### src/rtl/image_stream_proc_if.sv
// Pixel stream bundle: input pixel handshake and output pixel/coordinate handshake.
// master = pixel source/sink side, slave = the processing block.
`timescale 1ns/1ps
interface image_stream_proc_if #(
  parameter int DW = 8,
  parameter int CW = 11
);
  logic          in_valid;
  logic          in_ready;
  logic [DW-1:0] in_r;
  logic [DW-1:0] in_g;
  logic [DW-1:0] in_b;
  logic          out_valid;
  logic          out_ready;
  logic [DW-1:0] out_r;
  logic [DW-1:0] out_g;
  logic [DW-1:0] out_b;
  logic [CW-1:0] out_row;
  logic [CW-1:0] out_col;
  logic          out_last;

  modport master (
    output in_valid, in_r, in_g, in_b, out_ready,
    input  in_ready, out_valid, out_r, out_g, out_b, out_row, out_col, out_last
  );

  modport slave (
    input  in_valid, in_r, in_g, in_b, out_ready,
    output in_ready, out_valid, out_r, out_g, out_b, out_row, out_col, out_last
  );
endinterface

### src/rtl/image_stream_proc.sv
// Streaming RGB point-operation engine with raster coordinate generation,
// optional 90-degree clockwise rotation and a 2-stage valid/ready pipeline.
`timescale 1ns/1ps
module image_stream_proc #(
  parameter int DW     = 8,
  parameter int WIDTH  = 768,
  parameter int HEIGHT = 512,
  parameter int CW     = 11
) (
  input  logic                HCLK,
  input  logic                HRESET,
  input  logic                start,
  input  logic [2:0]          cfg_mode,
  input  logic [DW-1:0]       cfg_value,
  input  logic [DW-1:0]       cfg_threshold,
  input  logic                cfg_rotate,
  image_stream_proc_if.slave  stream,
  output logic [31:0]         out_width,
  output logic [31:0]         out_height,
  output logic                busy,
  output logic                done
);

  typedef enum logic [1:0] {IDLE, RUN, DRAIN} state_t;

  localparam int            SW  = DW + 2;
  localparam logic [DW-1:0] MAX = '1;

  state_t        state;
  logic [2:0]    mode;
  logic [DW-1:0] value;
  logic [DW-1:0] threshold;
  logic          rotate;
  logic [CW-1:0] row;
  logic [CW-1:0] col;

  logic          s1_valid;
  logic [DW-1:0] s1_r, s1_g, s1_b;
  logic [CW-1:0] s1_row, s1_col;
  logic          s1_last;
  logic [SW-1:0] s1_sum;

  logic          out_valid_q;
  logic [DW-1:0] out_r_q, out_g_q, out_b_q;
  logic [CW-1:0] out_row_q, out_col_q;
  logic          out_last_q;

  logic          advance;
  logic          accept;
  logic          in_last;
  logic          last_hs;
  logic [CW-1:0] map_row, map_col;
  logic [DW-1:0] gray;
  logic [DW-1:0] res_r, res_g, res_b;

  assign advance         = !out_valid_q || stream.out_ready;
  assign stream.in_ready = (state == RUN) && advance;
  assign accept          = stream.in_valid && stream.in_ready;
  assign in_last         = (row == CW'(HEIGHT - 1)) && (col == CW'(WIDTH - 1));
  assign last_hs         = out_valid_q && stream.out_ready && out_last_q;

  assign stream.out_valid = out_valid_q;
  assign stream.out_r     = out_r_q;
  assign stream.out_g     = out_g_q;
  assign stream.out_b     = out_b_q;
  assign stream.out_row   = out_row_q;
  assign stream.out_col   = out_col_q;
  assign stream.out_last  = out_last_q;

  function automatic logic [DW-1:0] sat_add(logic [DW-1:0] a, logic [DW-1:0] b);
    logic [DW:0] s;
    s = {1'b0, a} + {1'b0, b};
    return s[DW] ? MAX : s[DW-1:0];
  endfunction

  function automatic logic [DW-1:0] sat_sub(logic [DW-1:0] a, logic [DW-1:0] b);
    return (a > b) ? a - b : '0;
  endfunction

  always_comb begin
    map_row = row;
    map_col = col;
    if (rotate) begin
      map_row = col;
      map_col = CW'(HEIGHT - 1) - row;
    end
  end

  assign gray = DW'(s1_sum / SW'(3));

  always_comb begin
    // NOTE: defaults first so every path assigns every output; otherwise a latch is inferred.
    res_r = s1_r;
    res_g = s1_g;
    res_b = s1_b;
    case (mode)
      3'd1: begin
        res_r = sat_add(s1_r, value);
        res_g = sat_add(s1_g, value);
        res_b = sat_add(s1_b, value);
      end
      3'd2: begin
        res_r = sat_sub(s1_r, value);
        res_g = sat_sub(s1_g, value);
        res_b = sat_sub(s1_b, value);
      end
      3'd3: begin
        res_r = gray;
        res_g = gray;
        res_b = gray;
      end
      3'd4: begin
        res_r = (gray > threshold) ? MAX : '0;
        res_g = res_r;
        res_b = res_r;
      end
      3'd5: begin
        res_r = MAX - s1_r;
        res_g = MAX - s1_g;
        res_b = MAX - s1_b;
      end
      default: ;
    endcase
  end

  // Frame control: configuration capture, raster counters and state.
  always_ff @(posedge HCLK) begin
    // NOTE: sequential state uses <= so every register samples pre-edge values.
    if (HRESET) begin
      state      <= IDLE;
      busy       <= 1'b0;
      done       <= 1'b0;
      mode       <= '0;
      value      <= '0;
      threshold  <= '0;
      rotate     <= 1'b0;
      row        <= '0;
      col        <= '0;
      out_width  <= '0;
      out_height <= '0;
    end else begin
      done <= 1'b0;
      case (state)
        IDLE: if (start) begin
          state      <= RUN;
          busy       <= 1'b1;
          mode       <= cfg_mode;
          value      <= cfg_value;
          threshold  <= cfg_threshold;
          rotate     <= cfg_rotate;
          row        <= '0;
          col        <= '0;
          out_width  <= cfg_rotate ? 32'(HEIGHT) : 32'(WIDTH);
          out_height <= cfg_rotate ? 32'(WIDTH)  : 32'(HEIGHT);
        end
        RUN: if (accept && in_last) state <= DRAIN;
        DRAIN: if (last_hs) begin
          state <= IDLE;
          busy  <= 1'b0;
          done  <= 1'b1;
        end
        default: state <= IDLE;
      endcase
      if (accept) begin
        if (col == CW'(WIDTH - 1)) begin
          col <= '0;
          row <= row + 1'b1;
        end else begin
          col <= col + 1'b1;
        end
      end
    end
  end

  // Two-stage pipeline; both stages freeze together while the sink stalls.
  always_ff @(posedge HCLK) begin
    // NOTE: datapath registers are reset too, because the output pixel fields must read zero after reset.
    if (HRESET) begin
      s1_valid    <= 1'b0;
      s1_r        <= '0;
      s1_g        <= '0;
      s1_b        <= '0;
      s1_row      <= '0;
      s1_col      <= '0;
      s1_last     <= 1'b0;
      s1_sum      <= '0;
      out_valid_q <= 1'b0;
      out_r_q     <= '0;
      out_g_q     <= '0;
      out_b_q     <= '0;
      out_row_q   <= '0;
      out_col_q   <= '0;
      out_last_q  <= 1'b0;
    end else if (advance) begin
      s1_valid <= accept;
      if (accept) begin
        s1_r    <= stream.in_r;
        s1_g    <= stream.in_g;
        s1_b    <= stream.in_b;
        s1_row  <= map_row;
        s1_col  <= map_col;
        s1_last <= in_last;
        s1_sum  <= SW'(stream.in_r) + SW'(stream.in_g) + SW'(stream.in_b);
      end
      out_valid_q <= s1_valid;
      out_last_q  <= s1_valid && s1_last;
      if (s1_valid) begin
        out_r_q   <= res_r;
        out_g_q   <= res_g;
        out_b_q   <= res_b;
        out_row_q <= s1_row;
        out_col_q <= s1_col;
      end
    end
  end

endmodule

### src/flat_wrapper.sv
// flat-port wrapper written by rule: the top's interface ports become plain ports
module image_stream_proc_flat 
#(
  parameter int DW     = 8,
  parameter int WIDTH  = 768,
  parameter int HEIGHT = 512,
  parameter int CW     = 11
)
  (HCLK, HRESET, start, cfg_mode, cfg_value, cfg_threshold, cfg_rotate, out_width, out_height, busy, done, stream_in_valid, stream_in_r, stream_in_g, stream_in_b, stream_out_ready, stream_in_ready, stream_out_valid, stream_out_r, stream_out_g, stream_out_b, stream_out_row, stream_out_col, stream_out_last);
  image_stream_proc_if #(.DW(DW), .CW(CW)) stream_i ();
  input  logic HCLK;
  input  logic HRESET;
  input  logic start;
  input  logic [2:0] cfg_mode;
  input  logic [DW-1:0] cfg_value;
  input  logic [DW-1:0] cfg_threshold;
  input  logic cfg_rotate;
  output logic [31:0] out_width;
  output logic [31:0] out_height;
  output logic busy;
  output logic done;
  input wire logic [$bits(stream_i.in_valid)-1:0] stream_in_valid;
  input wire logic [$bits(stream_i.in_r)-1:0] stream_in_r;
  input wire logic [$bits(stream_i.in_g)-1:0] stream_in_g;
  input wire logic [$bits(stream_i.in_b)-1:0] stream_in_b;
  input wire logic [$bits(stream_i.out_ready)-1:0] stream_out_ready;
  output wire logic [$bits(stream_i.in_ready)-1:0] stream_in_ready;
  output wire logic [$bits(stream_i.out_valid)-1:0] stream_out_valid;
  output wire logic [$bits(stream_i.out_r)-1:0] stream_out_r;
  output wire logic [$bits(stream_i.out_g)-1:0] stream_out_g;
  output wire logic [$bits(stream_i.out_b)-1:0] stream_out_b;
  output wire logic [$bits(stream_i.out_row)-1:0] stream_out_row;
  output wire logic [$bits(stream_i.out_col)-1:0] stream_out_col;
  output wire logic [$bits(stream_i.out_last)-1:0] stream_out_last;
  assign stream_i.in_valid = stream_in_valid;
  assign stream_i.in_r = stream_in_r;
  assign stream_i.in_g = stream_in_g;
  assign stream_i.in_b = stream_in_b;
  assign stream_i.out_ready = stream_out_ready;
  assign stream_in_ready = stream_i.in_ready;
  assign stream_out_valid = stream_i.out_valid;
  assign stream_out_r = stream_i.out_r;
  assign stream_out_g = stream_i.out_g;
  assign stream_out_b = stream_i.out_b;
  assign stream_out_row = stream_i.out_row;
  assign stream_out_col = stream_i.out_col;
  assign stream_out_last = stream_i.out_last;
  image_stream_proc #(.DW(DW), .WIDTH(WIDTH), .HEIGHT(HEIGHT), .CW(CW)) u_core (.HCLK(HCLK), .HRESET(HRESET), .start(start), .cfg_mode(cfg_mode), .cfg_value(cfg_value), .cfg_threshold(cfg_threshold), .cfg_rotate(cfg_rotate), .stream(stream_i), .out_width(out_width), .out_height(out_height), .busy(busy), .done(done));
endmodule
### config.mk
export PLATFORM = sky130hd
export DESIGN_NAME = image_stream_proc_flat
export DESIGN_NICKNAME = d
export VERILOG_FILES = /design/src/rtl/image_stream_proc_if.sv /design/src/rtl/image_stream_proc.sv /design/src/flat_wrapper.sv
export SDC_FILE = /design/constraint.sdc
export NUM_CORES = 1
export LEC_CHECK = 0
export ABC_AREA = 0
export BUFFER_PORTS_ARGS = -buffer_cell sky130_fd_sc_hd__buf_4
export CAP_MARGIN = 15
export CELL_PAD_IN_SITES_DETAIL_PLACEMENT = 0
export CELL_PAD_IN_SITES_GLOBAL_PLACEMENT = 2
export CORE_UTILIZATION = 30
export DETAILED_ROUTE_END_ITERATION = 10
export MAX_ROUTING_LAYER = met4
export PLACE_DENSITY = 0.86
export SYNTH_ARGS = -nofsm -noshare
export SYNTH_HDL_FRONTEND = slang
export SYNTH_SLANG_ARGS = --single-unit
### constraint.sdc
create_clock -name HCLK -period 4.2 [get_ports HCLK]
set_clock_uncertainty 0.1 [all_clocks]
set_input_delay 0.21 -clock HCLK [delete_from_list [all_inputs] [get_ports HCLK]]
set_output_delay 0.21 -clock HCLK [all_outputs]
set_load 0.02 [all_outputs]
Yosys cells after proc, flatten, opt, wreduce, memory -nomap -nowiden. Cells that the tools add are included.

Reductions and logical operators: 20. Equal/unequal tests: 12. Order comparisons: 4. Div/mod/pow operators: 1. Mux-type cells: 30. Add/subtract/negate cells: 14. Bitwise gates (word level): 1.

Operators by type and width (count): 8-bit case mux with 5 select lines (3); 11-bit two-way mux (10); 8-bit two-way mux (7); 8-bit by 8-bit adder with 9-bit output (4); 8-bit > comparator (4); 8-bit subtractor (3); 8-bit subtractor (first input constant) (3); 11-bit by 1-bit adder with 11-bit output (second input constant) (2); 9-bit two-way mux (2); 11-bit by 10-bit equality test with 1-bit output (second input constant) (1); 11-bit by 9-bit equality test with 1-bit output (second input constant) (1); 9-bit by 11-bit subtractor with 11-bit output (first input constant) (1); 10-bit by 8-bit adder with 10-bit output (1); 10-bit by 2-bit divider with 10-bit output (second input constant) (1); 2-bit AND reduction (4); 1-bit logical AND (7); 3-bit by 2-bit equality test with 1-bit output (second input constant) (2); 3-bit equality test (second input constant) (2); 2-bit two-way mux (3); 2-bit case mux with 3 select lines (1); 3-bit AND reduction (2); 2-bit nonzero test (3); 2-bit inequality test (second input constant) (2); 3-bit by 1-bit equality test with 1-bit output (second input constant) (1); 10 further kinds (12).

Bits in registers: 216. Word-level logic and storage cells: 108. Input port bits: 49.

Logic depth before layout (Yosys ltp). Gate-level depths: netlist of run 1.

Depth after elaboration: 7. Gate-level depth with buffers: 22. Gate-level depth less buffers: 20.

Worst setup path before layout of run 1. Ideal clock, no wire load.

Path type: register to register. Start point: reg u_core.s1_sum[9]. End point: reg u_core.out_b_q[7] (netlist: u_core.stream.out_b[7]). Data arrival time: 4.177 ns. Required time: 3.975 ns. Setup time: 0.125 ns. Buffers on the path: 2. Stages on the path, launching flop included: 23. Period minus slack after synthesis: 4.402 ns. Path slack: -0.202 ns. Cell sequence: dfxtp_1 -> buf_4 -> or3_1 -> o211ai_1 -> o211a_1 -> a31oi_1 -> or2_2 -> o22ai_1 -> ha_1 -> a31oi_1 -> o21bai_1 -> o21ai_0 -> ha_1 -> nor2b_1 -> o21a_1 -> o21a_1 -> o21ai_0 -> a221oi_1 -> o211ai_1 -> clkbuf_1 -> o21ai_0 -> a211oi_1 -> o21ai_0.

Word-level cells in the longest chain between the ends: 4.

Ends and longest elaborated chain: from (decl) (RTL line image_stream_proc.sv:41) `logic [SW-1:0] s1_sum;`; from (signal assigned) (RTL line image_stream_proc.sv:203) `s1_sum <= SW'(stream.in_r) + SW'(stream.in_g) + SW'(stream.in_b);`; 10-bit by 2-bit divider with 10-bit output (*) (RTL line image_stream_proc.sv:89) `assign gray = DW'(s1_sum / SW'(3));`; 8-bit > comparator (RTL line image_stream_proc.sv:113) `res_r = (gray > threshold) ? MAX : '0;`; 8-bit two-way mux (RTL line image_stream_proc.sv:113); 8-bit case mux with 5 select lines (*) (RTL line image_stream_proc.sv:96) `case (mode)`; to (signal assigned) (RTL line image_stream_proc.sv:210) `out_b_q <= res_b;`; to (decl) (RTL line image_stream_proc.sv:44) `logic [DW-1:0] out_r_q, out_g_q, out_b_q;`.

Mark *: on every way between the ends. The rest lies on a longest branch, timed or not. A chain may end at the register's enable or synchronous reset.

Final worst setup path of run 1.
Start point: reg u_core.s1_sum[9]. End point: reg u_core.out_g_q[6] (netlist: u_core.stream.out_g[6]).

Word-level cells in the longest chain between the ends: 4.

Ends and longest elaborated chain: 10-bit by 2-bit divider with 10-bit output (*) (RTL line image_stream_proc.sv:89); 8-bit > comparator (RTL line image_stream_proc.sv:113); 8-bit two-way mux (RTL line image_stream_proc.sv:113); 8-bit case mux with 5 select lines (*) (RTL line image_stream_proc.sv:96); to (signal assigned) (RTL line image_stream_proc.sv:209) `out_g_q <= res_g;`; to (decl) (RTL line image_stream_proc.sv:44).

Marked as above.

==> results of run 1 <==
-- registers in the layout, summed over array words and instances (netlist names), 2 cells and up --
register and flops:
u_core.col 11, u_core.mode 3, u_core.out_width 2, u_core.row 11
u_core.s1_b 8, u_core.s1_col 11, u_core.s1_g 8, u_core.s1_r 8
u_core.s1_row 11, u_core.s1_sum 10, u_core.state 2, u_core.stream.out_b 8
u_core.stream.out_col 11, u_core.stream.out_g 8, u_core.stream.out_r 8, u_core.stream.out_row 11
u_core.threshold 8, u_core.value 8
-- layout by cell type (no fill, tap or decap), types with 9 or more instances in the layout --
cell | synthesis | routed
a211oi_1 | 22 | 19
o21a_1 | 9 | 9
clkbuf_16 | 0 | 17
a21o_1 | 10 | 10
dfxtp_1 | 154 | 150
inv_1 | 69 | 69
o21bai_1 | 17 | 17
dlygate4sd3_1 | 0 | 46
o21ai_0 | 60 | 50
nor2b_1 | 14 | 13
xnor2_1 | 39 | 37
nand2b_1 | 14 | 14
o211ai_1 | 15 | 15
nor2_1 | 114 | 113
buf_4 | 66 | 178
a31oi_1 | 13 | 9
nand2_1 | 224 | 222
nor3_1 | 38 | 31
xor2_1 | 10 | 10
ha_1 | 76 | 74
nand3_1 | 25 | 23
mux2i_1 | 15 | 15
a21oi_1 | 165 | 165
conb_1 | 1 | 60
-- critical path: stages (launching register included) --
cell,delay (ns)
dfxtp_2,0.33
buf_6,0.13
or3_4,0.32
o211ai_1,0.12
o211a_1,0.26
a31oi_4,0.13
a221oi_4,0.34
o22ai_4,0.14
ha_4,0.25
a31oi_4,0.15
o21bai_1,0.11
o21ai_1,0.17
ha_2,0.18
nor2b_1,0.04
o21a_1,0.16
o21a_1,0.17
o21ai_2,0.12
a221oi_2,0.10
o211ai_1,0.27
buf_4,0.22
nand3_2,0.11
buf_6,0.19
nor3_2,0.18
nor4_1,0.07
-- area by class of cell --
class | instances | area [sq um]
inverters | 69 | 259
flip-flops and latches | 154 | 3090
clock inverters | 12 | 108
diodes | 1 | 2.50
well taps | 455 | 569
repair buffers | 235 | 1960
multi-input cells | 1085 | 6970
clock buffers | 20 | 447
fillers | 3619 | 21200
-- repair_timing --
item	4_1_cts	5_1_grt
endpoints found under the setup margin	24	24
hold buffers	46	0
buffers inserted	6	4
gates cloned	1	0
resized for setup	42	37
pin swaps	20	30
hold endpoints to repair	50	0
-- routing by layer --
| layer | part of all wire | wire length [microns] |
|---|---|---|
| met1 | 0.44 | 15700 |
| met5 | 0 | 0 |
| met2 | 0.49 | 17500 |
| met4 | 0.029 | 1030 |
| met3 | 0.032 | 1120 |
-- power by group through the flow --
stage | combinational (mW) | clock, mW | sequential, mW
6_report | 1.41 | 1.49 | 1.57
5_1_grt | 1.55 | 1.59 | 1.58
4_1_cts | 1.36 | 1.53 | 1.57
3_5_place_dp | 1.23 | 0 | 1.60
3_3_place_gp | 1.23 | 0 | 1.60
2_1_floorplan | 0.850 | 0 | 1.59
-- through the flow --
| step | hold WS [ns] | TNS (ns) |
|---|---|---|
| floorplan | 0.246 | 0 |
| global placement | 0.338 | -8.41 |
| detailed placement | 0.344 | -10.81 |
| CTS | 0.214 | -5.60 |
| global route | 0.244 | -10.14 |
| finish | 0.214 | -4.86 |
-- cell families (layout without fill, tap and decap cells) --
kind of cell,Yosys count,in the layout,synth area share
and+or+nand+nor,493,493,0.210
AOI/OAI and AO/OA,382,382,0.228
buffers and inverters,212,336,0.108
DFF,154,154,0.292
adders and majority gates,84,84,0.105
xor gates and xnor gates,49,49,0.0406
muxes,17,17,0.0163
other,1,61,0.000355
-- how the worst min path moves through the flow --
stage / from / endpoint / slack [ns] / cells after the start
after global placement: u_core.s1_col[6] / u_core.stream.out_col[6] / 0.34 / 2
after floorplan: cfg_mode[2] / u_core.mode[2] / 0.25 / 2
after global routing: HRESET / u_core.col[8] / 0.24 / 2
after CTS: HRESET / u_core.col[8] / 0.21 / 2
final: HRESET / u_core.col[8] / 0.21 / 2
after detailed placement: u_core.s1_col[6] / u_core.stream.out_col[6] / 0.34 / 2
==> results.json, run 1 <==
{
  "outcome": "complete, but fails checks",
  "failed_checks": "negative setup slack",
  "die_x_microns": 190,
  "rsz0062_at_grt": "true",
  "synth-seq-cells": 154,
  "grt_pass1_vias": 9777,
  "hpwlAfterDp_microns": 26100,
  "crit_start": "u_core.s1_sum[9]",
  "yosys.area.top_type": "dfxtp_1",
  "final_cell_area_sq_um": 13400,
  "pin_count": 164,
  "root_buffer": "clkbuf_16",
  "synth-edff-count": 0,
  "grtUsageMet3": 0.0297,
  "crit_arrival_ns": 4.69,
  "startpoint_type": "flip-flop",
  "crit_required_ns": 4.39,
  "start_util": 0.305,
  "synth_top_area_share": 0.292,
  "drc": 0,
  "placed_area_sq_um": 11900,
  "clockBufferDepth": 2,
  "synth_area_sq_um": 10600,
  "antenna_left": 0,
  "grt_use_met2": 0.343,
  "slew_viol_final": 0,
  "top_usage_layer": "met2",
  "die_h_microns": 190,
  "die-area_sq_um": 36000,
  "post-place-cells": 1941,
  "fmax_mhz": 222,
  "met1_usage": 0.249,
  "setup_viol": 24,
  "core-area_sq_um": 34600,
  "synth.distinct_cells": 76,
  "ys_seq_area_frac": 0.292,
  "avgRoutedWirePerCell_microns": 17.4,
  "port_buffers": 103,
  "combPwrFrac": 0.316,
  "antenna_found_initial": 1,
  "cts_tree": "yes",
  "clk_pin_slew_ns": 0.06,
  "rows": 68,
  "fin_crit_sh": 1.07,
  "grt_pass1_wl_microns": 55000,
  "switching_share": 0.343,
  "peakVddDrop_v": 0.000331,
  "r2r_end": "u_core.stream.out_g[6]",
  "hold_viol_final": 0,
  "r2r_cells": 23,
  "overflow": 0,
  "reg2reg_from": "u_core.s1_sum[9]",
  "period_needed_ns": 4.50,
  "p_sw_mw": 1.54,
  "netlist_instances": 1392,
  "instances_no_fill": 2031,
  "power_frac_seq": 0.351,
  "area_growth_pct": 26.8,
  "drive_above_1_share": 0.187,
  "nets": 1695,
  "slew_headroom": 0.277,
  "place_ws_ns": -0.556,
  "cts.sink_count": 154,
  "place_congestion": 0.957,
  "internal-power_mw": 2.94,
  "netlist_top_cells_area": "dfxtp_1 29%, ha_1 9.0%, nand2_1 8.0%, a21oi_1 7.8%, buf_4 4.7%",
  "viasPerCell": 5.00,
  "wirelength_microns": 35400,
  "fin_util": 0.387,
  "worstMarginPinSlew_ns": 1.08,
  "postSynthAreaPerCell_sq_um": 7.59,
  "synth_async_sr_flop_share": 0,
  "reg2reg_slack_ns": -0.30,
  "synth_common_cells": "224 x nand2_1, 165 x a21oi_1, 154 x dfxtp_1, 114 x nor2_1, 76 x ha_1",
  "grt_max_degree": 81,
  "cellPowerDensity_nw_per_um2": 334,
  "yosysMostFrequentCell": "nand2_1",
  "first_iter_violations": 580,
  "vias": 10100,
  "first_pass_iters": 6,
  "ys_warn_count": 0,
  "maxCapViolCount": 0,
  "worstSetupEndpointType": "flip-flop",
  "track_usage": 0.205,
  "critPathKind": "reg -> reg",
  "htreeDepth": 4,
  "critPathCapture": "u_core.stream.out_g[6]",
  "total_power_mw": 4.48,
  "clockPowerShare": 0.333,
  "clk_latency_ns": 0.45,
  "hp-class": "in -> reg",
  "leakage_nw": 5.34,
  "cp_max_fo": 8,
  "finalWorstSetupSlack_ns": -0.298,
  "ys.flop_type": "dfxtp_1",
  "cts_buffers": 17
}
Power figures use the tool's default switching activity.
==> run 2, diff against run 1 <==
--- a/config.mk
+++ b/config.mk
@@ -10,10 +10,12 @@
 export CAP_MARGIN = 15
 export CELL_PAD_IN_SITES_DETAIL_PLACEMENT = 0
 export CELL_PAD_IN_SITES_GLOBAL_PLACEMENT = 2
+export CORE_ASPECT_RATIO = 0.5
 export CORE_UTILIZATION = 30
 export DETAILED_ROUTE_END_ITERATION = 10
 export MAX_ROUTING_LAYER = met4
 export PLACE_DENSITY = 0.86
+export SKIP_LAST_GASP = 1
 export SYNTH_ARGS = -nofsm -noshare
 export SYNTH_HDL_FRONTEND = slang
 export SYNTH_SLANG_ARGS = --single-unit
==> run 2 against run 1 <==
Effect of this change:
- the flow still finishes with violations (negative setup slack)
- count of clock-buffer cells in the layout decreased by 1
- worst setup slack got worse by 0.028 ns
- clock power increased by 10%
- via count decreased by 0.65%
- largest cell class unchanged
- largest power group is now the clock network
==> results.json, run 2 (synthesis results as in run 1) <==
{
  "slew_viol_final": 0,
  "critPathKind": "reg -> reg",
  "crit_slowest_cell": "dfxtp_2",
  "wirelength_microns": 33700,
  "core-area_sq_um": 34600,
  "startpoint_type": "flip-flop",
  "peakVddDrop_v": 0.000263,
  "vias": 10100,
  "drive_above_1_share": 0.184,
  "rows": 48,
  "hold_viol_final": 0,
  "place_congestion": 0.931,
  "worstMarginPinSlew_ns": 1.19,
  "mostFrequentLayoutCells": "222 x nand2_1, 181 x buf_4, 165 x a21oi_1",
  "cp_cell_sequence": "buf_12 > or3_1 > o211ai_1 > o211a_1 > a31oi_4 > or2_4 > o22ai_2 > ha_1 > a31oi_2 > o21bai_1 > o21ai_1 > ha_2 > nor2b_1 > o21a_1 > o21a_1 > o21ai_2 > a221oi_2 > o211ai_1 > buf_4 > nand3_1 > nor3_2 > buf_4 > nor4_1",
  "antennaDiodeCount": 0,
  "failed_checks": "negative setup slack",
  "crit_required_ns": 4.41,
  "first_pass_iters": 7,
  "port_buffers": 103,
  "place_ws_ns": -0.404,
  "crit_family": "compound AO/OA/AOI/OAI gates",
  "clockBufferDepth": 2,
  "die-area_sq_um": 36000,
  "start_util": 0.305,
  "worstSetupEndpointType": "flip-flop",
  "fmax_mhz": 221,
  "leakage_nw": 5.35,
  "max_stage_delay_ns": 0.34,
  "viasPerCell": 4.92,
  "setup_viol": 23,
  "crit_arrival_ns": 4.73,
  "finalWorstSetupSlack_ns": -0.326,
  "maxCapViolCount": 0,
  "pin_count": 164,
  "track_usage": 0.195,
  "area_growth_pct": 26.0,
  "outcome": "complete, but fails checks",
  "root_buffer": "clkbuf_16",
  "clk_pin_slew_ns": 0.07,
  "die_x_microns": 267,
  "period_needed_ns": 4.53,
  "nets": 1693,
  "rsz0062_at_grt": "true",
  "cts.sink_count": 154,
  "htreeDepth": 4,
  "hp-class": "in -> reg",
  "cp_max_fo": 11,
  "avgRoutedWirePerCell_microns": 16.5,
  "fin_util": 0.385,
  "cts_buffers": 17,
  "overflow": 0,
  "slew_headroom": 0.204,
  "clk_latency_ns": 0.44,
  "cts_tree": "yes",
  "critPathBufInv": 3,
  "grt_pass1_vias": 9675,
  "grt_max_degree": 96,
  "antenna_left": 0,
  "antenna_found_initial": 0,
  "cellPowerDensity_nw_per_um2": 347,
  "hpwlAfterDp_microns": 24700,
  "mostFrequentLayoutCell": "nand2_1",
  "drc": 0,
  "die_h_microns": 135,
  "grt_pass1_wl_microns": 53100,
  "fin_crit_sh": 1.08,
  "first_iter_violations": 611
}
run 2: cell types whose count changed in the layout (fill, tap and decap cells not counted), moves of 3 or more:
cell      previous run  this run
clkinv_4             4         0
nor3_2               2         7
nor3_4               5         1
buf_6                7         2
buf_4              178       181
run 2: cell type report:
cell class	instances	area (sq um)
Fill cell	3664	21300
Multi-Input combinational cell	1085	6840
Sequential cell	154	3090
Timing Repair Buffer	233	1910
Tap cell	475	594
Clock buffer	19	443
Inverter	69	259
Clock inverter	13	175
run 2: what timing repair did:
action / CTS / global route
resized for setup: 47 / 8
setup buffers: 18 / 1
endpoints found under the hold margin: 49 / 0
hold buffers: 46 / 0
endpoints found under the setup margin: 24 / 24
cloned: 1 / 0
pin swaps: 29 / 10
run 2: where the power goes:
group | internal (mW) | leakage [nW] | switching [mW]
Combinational | 0.666 | 3.79 | 0.742
Sequential | 1.51 | 1.25 | 0.0671
Clock | 0.921 | 0.299 | 0.715
run 2: worst register-to-register path, delay by kind of cell, from the launching register on:
kind	cells	cell delay, ns
AOI/OAI and AO/OA	12	1.90
and+or+nand+nor	6	1.17
buffers and inverters	3	0.45
adders and majority gates	2	0.45
DFF	1	0.34
run 2: per-stage QoR:
stage	area (sq um)	hold slack (ns)	TNS (ns)	cells	total power, mW
global placement	11800	0.343	-4.83	1950	2.79
finish	13300	0.152	-4.83	2048	4.62
floorplan	10800	0.246	0	1451	2.44
detailed placement	11800	0.346	-5.74	1950	2.79
CTS	13300	0.147	-4.94	2047	4.63
global route	13300	0.170	-10.86	2048	4.85
run 2: worst paths after layout:
kind                     from  slack [ns]                      to  cells after the start
max          u_core.s1_sum[9]       -0.33  u_core.stream.out_g[6]                     23
min reg2reg  u_core.s1_col[4]        0.35        u_core.s1_col[4]                      2
min                    HRESET        0.15     u_core.out_width[8]                      2
max reg2reg  u_core.s1_sum[9]       -0.33  u_core.stream.out_g[6]                     23
run 2: routing by layer:
layer,share of wire,wire [microns],vias up,track usage
met4,0.024,812,0,0.0600
met1,0.47,15700,4767,0.247
met2,0.47,15900,207,0.315
li1,-,-,5057,-
met3,0.040,1330,50,0.0330
met5,0,0,-,-
==> run 3, diff against run 2 <==
--- a/config.mk
+++ b/config.mk
@@ -11,10 +11,12 @@
 export CELL_PAD_IN_SITES_DETAIL_PLACEMENT = 0
 export CELL_PAD_IN_SITES_GLOBAL_PLACEMENT = 2
 export CORE_ASPECT_RATIO = 0.5
+export CORE_MARGIN = 4
 export CORE_UTILIZATION = 30
 export DETAILED_ROUTE_END_ITERATION = 10
 export MAX_ROUTING_LAYER = met4
-export PLACE_DENSITY = 0.86
+export PLACE_DENSITY_LB_ADDON = 0.3
+export SETUP_SLACK_MARGIN = 0.3
 export SKIP_LAST_GASP = 1
 export SYNTH_ARGS = -nofsm -noshare
 export SYNTH_HDL_FRONTEND = slang
==> run 3 against run 2 <==
Effect of this change:
- the run still ends with negative setup slack left
- sequential power is essentially flat
- worst setup slack gained 0.016 ns
- design area grew 0.54%
- critical path depth is the same
- die area grew 6.8%
- utilization grew 0.21 points
- power shrank 0.97%
- clock power shrank 2%
- flip-flop and latch count is the same
==> results.json, run 3 (synthesis results as in run 1) <==
{
  "outcome": "complete, but fails checks",
  "failed_checks": "negative setup slack",
  "r2r_cells": 23,
  "finalWorstSetupSlack_ns": -0.310,
  "rows": 48,
  "hold_depth": 6,
  "maxCapViolCount": 0,
  "final_cell_area_sq_um": 13400,
  "first_pass_iters": 7,
  "fin_crit_sh": 1.07,
  "wirelength_microns": 36500,
  "grt_pass1_wl_microns": 56700,
  "mostFrequentLayoutCells": "222 x nand2_1, 178 x buf_4, 163 x a21oi_1",
  "overflow": 0,
  "grt_pass1_vias": 9840,
  "slew_viol_final": 0,
  "area_growth_pct": 26.6,
  "cts_tree": "yes",
  "die_h_microns": 141,
  "clk_pin_slew_ns": 0.08,
  "port_buffers": 103,
  "setup_viol": 24,
  "rsz0062_at_grt": "true",
  "leakage_nw": 5.35,
  "cp_max_fo": 5,
  "reg2reg_slack_ns": -0.31,
  "crit_arrival_ns": 4.73,
  "crit_family": "compound AO/OA/AOI/OAI gates",
  "die_x_microns": 273,
  "place_congestion": 0.911,
  "hp-class": "in -> reg",
  "r2r_end": "u_core.stream.out_r[7]",
  "antenna_left": 0,
  "clockBufferDepth": 2,
  "nets": 1691,
  "avgRoutedWirePerCell_microns": 17.8,
  "final.setup.tns_ns": -4.34,
  "slew_headroom": 0.295,
  "first_iter_violations": 574,
  "reg2reg_from": "u_core.s1_sum[9]",
  "startpoint_type": "flip-flop",
  "worstHoldStart": "stream_in_valid",
  "crit_slowest_cell": "dfxtp_4",
  "track_usage": 0.193,
  "start_util": 0.305,
  "cts.sink_count": 154,
  "grt_max_degree": 79,
  "htreeDepth": 4,
  "root_buffer": "clkbuf_16",
  "drc": 0,
  "viasPerCell": 4.98,
  "peakVddDrop_v": 0.000209,
  "crit_required_ns": 4.42,
  "place_ws_ns": -0.410,
  "vias": 10200,
  "core-area_sq_um": 34600,
  "cellPowerDensity_nw_per_um2": 342,
  "hold_path_end": "u_core.row[4]",
  "clk_latency_ns": 0.45,
  "critPathKind": "reg -> reg",
  "fmax_mhz": 222,
  "worstSetupEndpointType": "flip-flop",
  "critPathBufInv": 3,
  "hold_viol_final": 0,
  "mostFrequentLayoutCell": "nand2_1",
  "drive_above_1_share": 0.188,
  "period_needed_ns": 4.51,
  "antenna_found_initial": 0,
  "pin_count": 164,
  "cts_buffers": 17,
  "hpwlAfterDp_microns": 27300,
  "worstMarginPinSlew_ns": 1.06,
  "cp_cell_sequence": "buf_6 > or3_4 > o211ai_1 > o211a_1 > a31oi_4 > or2_4 > o22ai_4 > ha_4 > a31oi_4 > o21bai_1 > o21ai_1 > ha_2 > nor2b_1 > o21a_1 > o21a_1 > o21ai_2 > a221oi_2 > buf_4 > buf_4 > a211o_1 > a211oi_2 > a31o_2 > a21oi_2",
  "max_stage_delay_ns": 0.36,
  "placed_area_sq_um": 11900,
  "antennaDiodeCount": 0,
  "die-area_sq_um": 38500
}
run 3: report_power, final:
part           switching [mW]  internal [mW]
clock network           0.787          0.811
logic                   0.759          0.638
registers              0.0726           1.51
total                    1.62           2.96
run 3: worst max-delay path by stage:
| stage | startpoint | to | slack, ns | cells after the start |
|---|---|---|---|---|
| floorplan | u_core.s1_sum[9] | u_core.stream.out_r[0] | 0.12 | 22 |
| global placement | u_core.s1_sum[8] | u_core.stream.out_r[3] | -0.33 | 22 |
| detailed placement | u_core.s1_sum[8] | u_core.stream.out_r[4] | -0.41 | 23 |
| CTS | u_core.s1_sum[5] | u_core.stream.out_b[0] | -0.12 | 22 |
| global route | u_core.s1_sum[9] | u_core.stream.out_b[0] | -0.48 | 23 |
| finish | u_core.s1_sum[9] | u_core.stream.out_r[7] | -0.31 | 23 |
run 3: area by class of cell:
cell class	count	area, sq um
clock inverter	15	189
timing repair buffer	231	1880
fill	3615	21200
tap	475	594
inverter	69	259
multi-input combinational	1085	6930
sequential	154	3100
clock buffer	17	425
run 3: layer usage:
metal	up-vias	GRT usage	share of wire
met2	188	0.308	0.47
met4	0	0.0601	0.024
met5	-	-	0
met3	46	0.0303	0.038
met1	4894	0.254	0.47
li1	5051	-	-
run 3: stage by stage:
stage	hold WS [ns]	instances	utilization	power, mW
final	0.233	2046	0.387	4.58
after global routing	0.242	2046	0.387	4.83
after CTS	0.218	2035	0.380	4.55
after detailed placement	0.347	1954	0.343	2.82
after global placement	0.348	1954	0.343	2.82
after floorplan	0.246	1451	-	2.45
run 3: worst min-delay path: stages:
cell and delay [ns]:
buf_4 0.11, nand2_2 0.05, or2_2 0.11, nor3_1 0.08
xnor2_1 0.14, nor2_1 0.04
run 3: what timing repair did:
action,CTS,global route
buffers inserted,3,11
gates cloned,0,0
endpoints found under the hold margin,50,0
setup endpoints to repair,24,24
gates resized for setup,41,26
pin swaps,14,11
hold buffers,46,0
